--- config.mk ---
export PLATFORM = sky130hd
export DESIGN_NAME = mul_rr_arbiter
export DESIGN_NICKNAME = d
export VERILOG_FILES = /design/src/rtl/mul_rr_arbiter.sv
export SDC_FILE = /design/constraint.sdc
export NUM_CORES = 1
export LEC_CHECK = 0
export CORE_AREA = 2 2 183 185
export CTS_BUF_LIST = sky130_fd_sc_hd__clkbuf_8 sky130_fd_sc_hd__clkbuf_16
export CTS_CLUSTER_SIZE = 28
export DETAILED_ROUTE_END_ITERATION = 6
export DIE_AREA = 0 0 185 187
export PLACE_DENSITY = 0.58
export SETUP_SLACK_MARGIN = 0.3
export SLEW_MARGIN = 10
export SYNTH_ARGS = -nofsm -noshare
export SYNTH_HDL_FRONTEND = slang
export SYNTH_SLANG_ARGS = --single-unit
--- constraint.sdc ---
create_clock -name slow_clk -period 6.35 [get_ports slow_clk]
set_input_delay 1.5875 -clock slow_clk [delete_from_list [all_inputs] [get_ports slow_clk]]
set_output_delay 1.5875 -clock slow_clk [all_outputs]
set_load 0.01 [all_outputs]
--- src/rtl/mul_rr_arbiter.sv ---
// Round-robin arbiter in front of one shared external 32x32 signed multiplier.
// It latches the winner's operands, waits MUL_LAT edges, then returns the product to that requester.
module mul_rr_arbiter #(
  parameter int unsigned N_REQ   = 4,
  parameter int unsigned MUL_LAT = 2
) (
  input  logic                   slow_clk,
  input  logic                   rst,
  input  logic [N_REQ-1:0]       req_valid,
  output logic [N_REQ-1:0]       req_ready,
  input  logic [32*N_REQ-1:0]    req_a,
  input  logic [32*N_REQ-1:0]    req_b,
  output logic [N_REQ-1:0]       rsp_valid,
  input  logic [N_REQ-1:0]       rsp_ready,
  output logic [63:0]            rsp_c,
  output logic [31:0]            mul_a,
  output logic [31:0]            mul_b,
  input  logic [63:0]            mul_c,
  output logic [2:0]             grant_id,
  output logic                   busy
);

  localparam int unsigned DW  = 32;
  localparam int unsigned IDW = 3;
  localparam int unsigned CW  = 4;
  localparam logic [N_REQ-1:0] ONE = N_REQ'(1);

  typedef enum logic [1:0] {IDLE, WAIT, RESP} state_t;

  state_t          state;
  logic [CW-1:0]   cnt;
  logic [IDW-1:0]  last_grant;
  logic [IDW-1:0]  cand;
  logic [IDW-1:0]  win_idx;
  logic            win_found;
  logic [DW-1:0]   win_a;
  logic [DW-1:0]   win_b;
  logic            rsp_hit;

  // Round-robin search starting just after the last released requester.
  always_comb begin
    win_found = 1'b0;
    win_idx   = '0;
    cand      = '0;
    for (int unsigned k = 0; k < N_REQ; k++) begin
      cand = IDW'((32'(last_grant) + 32'd1 + k) % N_REQ);
      if (!win_found && |(req_valid & (ONE << cand))) begin
        win_found = 1'b1;
        win_idx   = cand;
      end
    end
    win_a = DW'(req_a >> {win_idx, 5'd0});
    win_b = DW'(req_b >> {win_idx, 5'd0});
  end

  assign req_ready = (state == IDLE && win_found) ? (ONE << win_idx) : '0;
  assign rsp_hit   = |(rsp_ready & (ONE << grant_id));

  always_ff @(posedge slow_clk or posedge rst) begin
    if (rst) begin
      state      <= IDLE;
      cnt        <= '0;
      mul_a      <= '0;
      mul_b      <= '0;
      rsp_c      <= '0;
      rsp_valid  <= '0;
      grant_id   <= '0;
      busy       <= 1'b0;
      last_grant <= IDW'(N_REQ - 1);
    end else begin
      case (state)
        IDLE: begin
          if (win_found) begin
            mul_a    <= win_a;
            mul_b    <= win_b;
            grant_id <= win_idx;
            cnt      <= CW'(MUL_LAT);
            busy     <= 1'b1;
            state    <= WAIT;
          end
        end
        WAIT: begin
          // Product is valid on mul_c by the edge where cnt reaches 1.
          cnt <= cnt - CW'(1);
          if (cnt == CW'(1)) begin
            rsp_c     <= mul_c;
            rsp_valid <= ONE << grant_id;
            state     <= RESP;
          end
        end
        RESP: begin
          if (rsp_hit) begin
            last_grant <= grant_id;
            rsp_valid  <= '0;
            busy       <= 1'b0;
            state      <= IDLE;
          end
        end
        default: state <= IDLE;
      endcase
    end
  end

endmodule

==> results.md, run 1 <==
* Outcome: completed
* Count of unique library cells instantiated by Yosys at 47
* Critical path startpoint category: input port
* Clk slew on worst S/H paths at 60 ps
* Worst EP arrival at 4250 ps
* Max-cap violation count at 0
* Yosys reg bits at 143
* WL per Instance at 20.1 µm
* Seq/Total Area, Yosys at 0.427
* Layout cell share with drive strength beyond 1 at 0.133
* Seq pwr share at 0.242
* Most common cell in the synthesized netlist: dfrtp_1
* Worst-margin pin slew at 1150 ps
* DR pass1 iterations at 4
* Psw at 2.72 mW
* Synth area leaders: dfrtp_1, mux2i_1, mux2_2, a21o_1, o221ai_2
* Yosys top cell by area: dfrtp_1
* Initial Util at 0.255
* Post-synth top area share at 0.421
* Clock Power Share at 0.151
* Hold Startpoint: mul_a[1]$_DFFE_PP0P_
* Crit path max fanout at 6
* Final worst path period need at 5840 ps
* Crit path buf inv count at 2
* Std cell rows at 67
* Clock latency on the worst-skew pair at 430 ps
* Area Growth Syn to Fin at 67.8%
* Worst Skew at 9.87 ps
* Post-Syn Instances at 747
* Routed Antenna Nets at 0
* Antenna violations before repair at 2
* Drt total wl at 33.1 mm
* Ys flop type: dfrtp_1
* Cell family contributing the most delay on the critical path: buffers and inverters
* Internal power at 4.04 mW
* RSZ-0062 raised after global routing: no
* CTS max path bufs at 2
* CP max-delay cell: clkdlybuf4s50_1
* Core Region at 32900 µm²
* Rel. slew slack at 0.228
* Peak VDD IR at 0.000235 V
* Cell mode on critical path: clkdlybuf4s50_1
* Initial DRC count at 361
* Sum Neg Setup Slack at 0 ps
* All-Layer GR Usage at 0.189
* IO Count at 470
* Placed Cells at 1612
* Post-Layout Inst Area at 14100 µm²
* CTS H-tree lvls at 4
* Clock root buffer: clkbuf_16
* Leakage at 5.99 nW
* Final hold vios at 0
* Hold Path Class: register to register
* Yosys warns at 0
* Setup violators final at 0
* Pwr Density at 480 nW/µm²
* Gpl congestion at 0.769
* Final period util at 0.919
* Slew Limit Fails at 0
* Required @ worst endpoint at 4760 ps
* Pin count of the biggest net entering global routing at 144
* Delay of the slowest critical-path stage at 580 ps
* Cell Area, Placed at 13500 µm²
* Post-DP HPWL at 23.7 mm
* Crit path from: req_valid[2]
* Via count at 7879
* Endpoint class of the critical path: output port
* Post-Syn Area at 8390 µm²
* Total Power at 6.76 mW
* Post-synth EDFFs at 0
* Die Area at 34600 µm²
* Clock sink count at 143
* Part of the power in combinational logic at 0.606
* Die W at 185 µm
* CTS tree: yes
* First-pass GRT wire length at 49.6 mm
* Worst Setup Path Type: input port to output port
* Die Ht at 187 µm
* # port buffers at 468
* Avg Inst Size Synth at 11.2 µm²
* Grt total ovfl at 0
* Final Non-Filler Cells at 1645
* Post-CTS Setup Bufs at 0
* Vias per cell at 4.79
* Reg-to-reg startpoint: last_grant[0]$_DFFE_PP1P_
* Post-cts resize count at 0
* Sw Ratio at 0.403
* Critical-path cell list: clkdlybuf4s50_1 -> a22oi_1 -> a211oi_2 -> o21ai_0 -> a211o_1 -> or2_4 -> nor2_1 -> clkdlybuf4s50_1
* Layout Nets at 1519
* Fmax at 0.171 GHz
* Net Count, Synth at 1083
* Commonest cells post-synth: dfrtp_1, mux2i_1, nand2_1, mux2_2
* Vias in the first global route at 8180
* Asr flop ratio synth at 1.00
* Hold-fix buffer count after cts at 0
* TritonCTS buffer count at 17
* DRC errors left at 0
* Fillers at 3164
[tightest hold or removal path: cells and delay by family (launching register included)]
family	cells	cell delay, ps
AO/OA/AOI/OAI	1	50
flip-flops	1	340
AND/OR/NAND/NOR	1	60
[sequential cells by signal, indices dropped and copies added, names as in the netlist]
signal	cells
rsp_valid	4
rsp_c	64
grant_id	2
state	2
mul_b	32
busy	1
cnt	4
mul_a	32
last_grant	2
[cells by family after synthesis]
| group | synth area share |
|---|---|
| AOI/OAI and AO/OA | 0.220 |
| xor gates and xnor gates | 0.00209 |
| adders and majority gates | 0.00895 |
| buffers and inverters | 0.0424 |
| DFF | 0.427 |
| muxes | 0.244 |
| other | 0.000447 |
| and+or+nand+nor | 0.0549 |
[worst paths after layout]
kind                                    endpoint  slack, ps  cells after the start
hold / removal              mul_a[1]$_DFFE_PP0P_        490                      2
hold reg to reg             mul_a[1]$_DFFE_PP0P_        490                      2
min in group asynchronous  rsp_c[44]$_DFFE_PP0P_       1650                      3
max in group asynchronous  mul_b[17]$_DFFE_PP0P_       3870                      3
setup reg to reg           mul_b[31]$_DFFE_PP0P_       2370                      9
setup / recovery                    req_ready[2]        510                      8
[per-stage QoR]
stage,utilization,worst slack (ps),hold WS (ps)
after global routing,0.428,355,511
after detailed placement,0.410,535,473
after CTS,0.428,516,495
after global placement,0.410,544,469
final,0.428,514,488
after floorplan,-,928,478
[layout by cell type (no fill, tap or decap), types with 2 or more instances in the layout]
master	n
o221ai_2	30
nor2_1	8
nand2_1	74
nand3_1	7
o221ai_1	33
nand2b_1	4
mux2i_1	127
buf_4	12
buf_12	2
a22oi_1	6
inv_1	3
inv_8	5
nor3_1	2
o21ai_0	11
a22o_1	4
clkdlybuf4s50_1	468
dfstp_2	2
inv_6	6
clkbuf_16	17
ha_1	6
a21oi_1	2
o22ai_1	63
a21o_1	63
dfrtp_1	141
nand2_2	2
mux2_2	67
clkinv_8	3
[power groups by stage]
stage	Clock (mW)	Sequential (mW)	Combinational [mW]
final	1.02	1.64	4.10
after global routing	1.10	1.70	4.43
after CTS	1.06	1.64	4.18
after detailed placement	0	1.65	4.17
after global placement	0	1.63	4.13
after floorplan	0	1.81	2.27
[routing by layer]
metal | vias to the layer above | track usage | part of all wire
met5 | - | 0 | 0
met4 | 0 | 0.0379 | 0.0084
met3 | 15 | 0.0685 | 0.096
met2 | 327 | 0.334 | 0.50
met1 | 3808 | 0.217 | 0.40
li1 | 3729 | - | -
[cell type report]
cell class	instances	area, µm²	area share
Multi-Input combinational cell	534	4510	0.320
Inverter	5	23.8	0.00169
Clock buffer	17	425	0.0302
Tap cell	448	561	0.0398
Sequential cell	143	3580	0.254
Clock inverter	15	163	0.0116
Timing Repair Buffer	482	4810	0.342
Antenna cell	1	2.50	0.000178
Power figures use the tool's default switching activity.
==> inputs of run 2 (changes only) <==
--- a/config.mk
+++ b/config.mk
@@ -6,11 +6,12 @@
 export NUM_CORES = 1
 export LEC_CHECK = 0
 export CORE_AREA = 2 2 183 185
-export CTS_BUF_LIST = sky130_fd_sc_hd__clkbuf_8 sky130_fd_sc_hd__clkbuf_16
+export CTS_BUF_LIST = sky130_fd_sc_hd__clkbuf_8
 export CTS_CLUSTER_SIZE = 28
 export DETAILED_ROUTE_END_ITERATION = 6
 export DIE_AREA = 0 0 185 187
-export PLACE_DENSITY = 0.58
+export DONT_BUFFER_PORTS = 1
+export PLACE_DENSITY = 0.39
 export SETUP_SLACK_MARGIN = 0.3
 export SLEW_MARGIN = 10
 export SYNTH_ARGS = -nofsm -noshare
==> run 2 against run 1 <==
Net effect:
- clock power fell by 24%
- utilization is 15 points lower
- global-route usage decreased by 2.1 points
- combinational power shrank 34%
- largest power group unchanged
==> results.md, run 2 (synthesis results as in run 1) <==
* Outcome: completed
* Grt total ovfl at 0
* Clock root buffer: clkbuf_8
* Biggest register: rsp_c
* Regs by FF count: rsp_c: 64 flops, mul_a: 32 flops, mul_b: 32 flops
* Area Growth Syn to Fin at 9.40%
* Delay of the slowest critical-path stage at 680 ps
* Initial DRC count at 238
* IO Count at 470
* Max reg flops at 64
* Clk slew on worst S/H paths at 80 ps
* All-Layer GR Usage at 0.167
* # port buffers at 0
* Slew Limit Fails at 0
* Rel. slew slack at 0.304
* Post-DP HPWL at 21.0 mm
* CTS H-tree lvls at 4
* Crit path max fanout at 36
* Multi-input gate area at 4510 µm²
* Clock latency on the worst-skew pair at 480 ps
* Routed Antenna Nets at 0
* Gpl congestion at 0.820
* Antenna violations before repair at 1
* Endpoint class of the critical path: output port
* CTS max path bufs at 2
* Worst Setup Path Type: register to output port
* Fmax at 0.183 GHz
* Pin count of the biggest net entering global routing at 74
* First-pass GRT wire length at 43.0 mm
* Most common cell after layout, fill and taps aside: dfrtp_1
* Layout cell share with drive strength beyond 1 at 0.215
* Setup violators final at 0
* Worst Skew at 9.90 ps
* DR pass1 iterations at 5
* Initial Util at 0.255
* Final period util at 0.858
* Post-CTS Setup Bufs at 0
* Worst-margin pin slew at 1040 ps
* Required @ worst endpoint at 4760 ps
* Cell Area, Placed at 8770 µm²
* Post-Layout Inst Area at 9180 µm²
* CP max-delay cell: dfstp_2
* Final hold vios at 0
* Worst EP arrival at 3860 ps
* Die W at 185 µm
* Max-cap violation count at 0
* Core Region at 32900 µm²
* Fillers at 3438
* TritonCTS buffer count at 17
* Critical-path cell list: inv_2 -> ha_1 -> a22o_1 -> or2_1 -> o21bai_4 -> buf_4 -> o21a_4 -> nor2_1
* Pwr Density at 596 nW/µm²
* Peak VDD IR at 0.000258 V
* Clock sink count at 143
* Sum Neg Setup Slack at 0 ps
* Die Area at 34600 µm²
* Layout Nets at 1050
* Post-layout util at 0.279
* Die Ht at 187 µm
* CTS tree: yes
* WL per Instance at 24.8 µm
* Critical path startpoint category: register
* Drt total wl at 29.2 mm
* RSZ-0062 raised after global routing: no
* Vias in the first global route at 6667
* DRC errors left at 0
* Leakage at 4.08 nW
* Vias per cell at 5.36
* Via count at 6307
* Hold-fix buffer count after cts at 0
* Final worst path period need at 5450 ps
* Commonest non-fill, non-tap cells in the layout: dfrtp_1, mux2i_1, nand2_1
* Sequential cell area at 3580 µm²
* Hold Path Class: register to register
* Std cell rows at 67
* Post-cts resize count at 0
==> run 2: cell count changes in the layout (fill, tap and decap cells not counted), sizes merged <==
| cell | previous run | this run |
|---|---|---|
| bufinv | 0 | 3 |
| inv | 15 | 9 |
| clkinv | 5 | 6 |
| clkinvlp | 0 | 2 |
| clkdlybuf4s50 | 468 | 0 |
| buf | 14 | 13 |
==> run 2: per-layer routing <==
metal	routed length [µm]	track usage	vias up
met4	560	0.0583	0
met3	3380	0.0695	31
met5	0	0	-
li1	-	-	2785
met1	10700	0.187	3117
met2	14600	0.285	374
==> run 2: per-stage QoR <==
step	setup WS, ps	hold slack [ps]	total power, mW	instances
final	899	570	5.47	1176
after global routing	618	597	5.88	1176
after CTS	781	569	5.57	1175
after detailed placement	1170	549	4.76	1143
after global placement	1230	517	4.68	1143
after floorplan	928	478	4.09	747
==> run 2: final timing paths <==
check / from / to / slack, ps / cells past startpoint
min: mul_a[2]$_DFFE_PP0P_ / mul_a[2]$_DFFE_PP0P_ / 570 / 2
max reg2reg: last_grant[0]$_DFFE_PP1P_ / mul_a[7]$_DFFE_PP0P_ / 1870 / 10
min reg2reg: mul_a[2]$_DFFE_PP0P_ / mul_a[2]$_DFFE_PP0P_ / 570 / 2
max: last_grant[0]$_DFFE_PP1P_ / req_ready[3] / 900 / 8
max in group asynchronous: rst / mul_b[18]$_DFFE_PP0P_ / 4240 / 2
min in group asynchronous: rst / rsp_c[49]$_DFFE_PP0P_ / 940 / 1
==> run 2: report_power, final <==
| part | leakage (nW) | switching, mW | internal [mW] | total [mW] |
|---|---|---|---|---|
| combinational | 2.15 | 1.46 | 1.25 | 2.72 |
| clock | 0.209 | 0.392 | 0.387 | 0.779 |
| sequential | 1.72 | 0.601 | 1.37 | 1.97 |
| total | 4.08 | 2.46 | 3.01 | 5.47 |
==> run 2: cell type report <==
class	count	area share
clock buffer	17	0.0255
sequential	143	0.390
antenna	1	0.000273
tap	448	0.0611
timing repair buffer	13	0.0106
inverter	5	0.00259
multi-input combinational	534	0.491
clock inverter	15	0.0187
==> run 2: worst max-delay path: cells and delay by family (launching register included) <==
kind / cells / cell delay [ps]
compound gates: 3 / 1040
fa+ha+maj: 1 / 390
buf+inv: 2 / 740
flops: 1 / 680
simple gates: 2 / 510
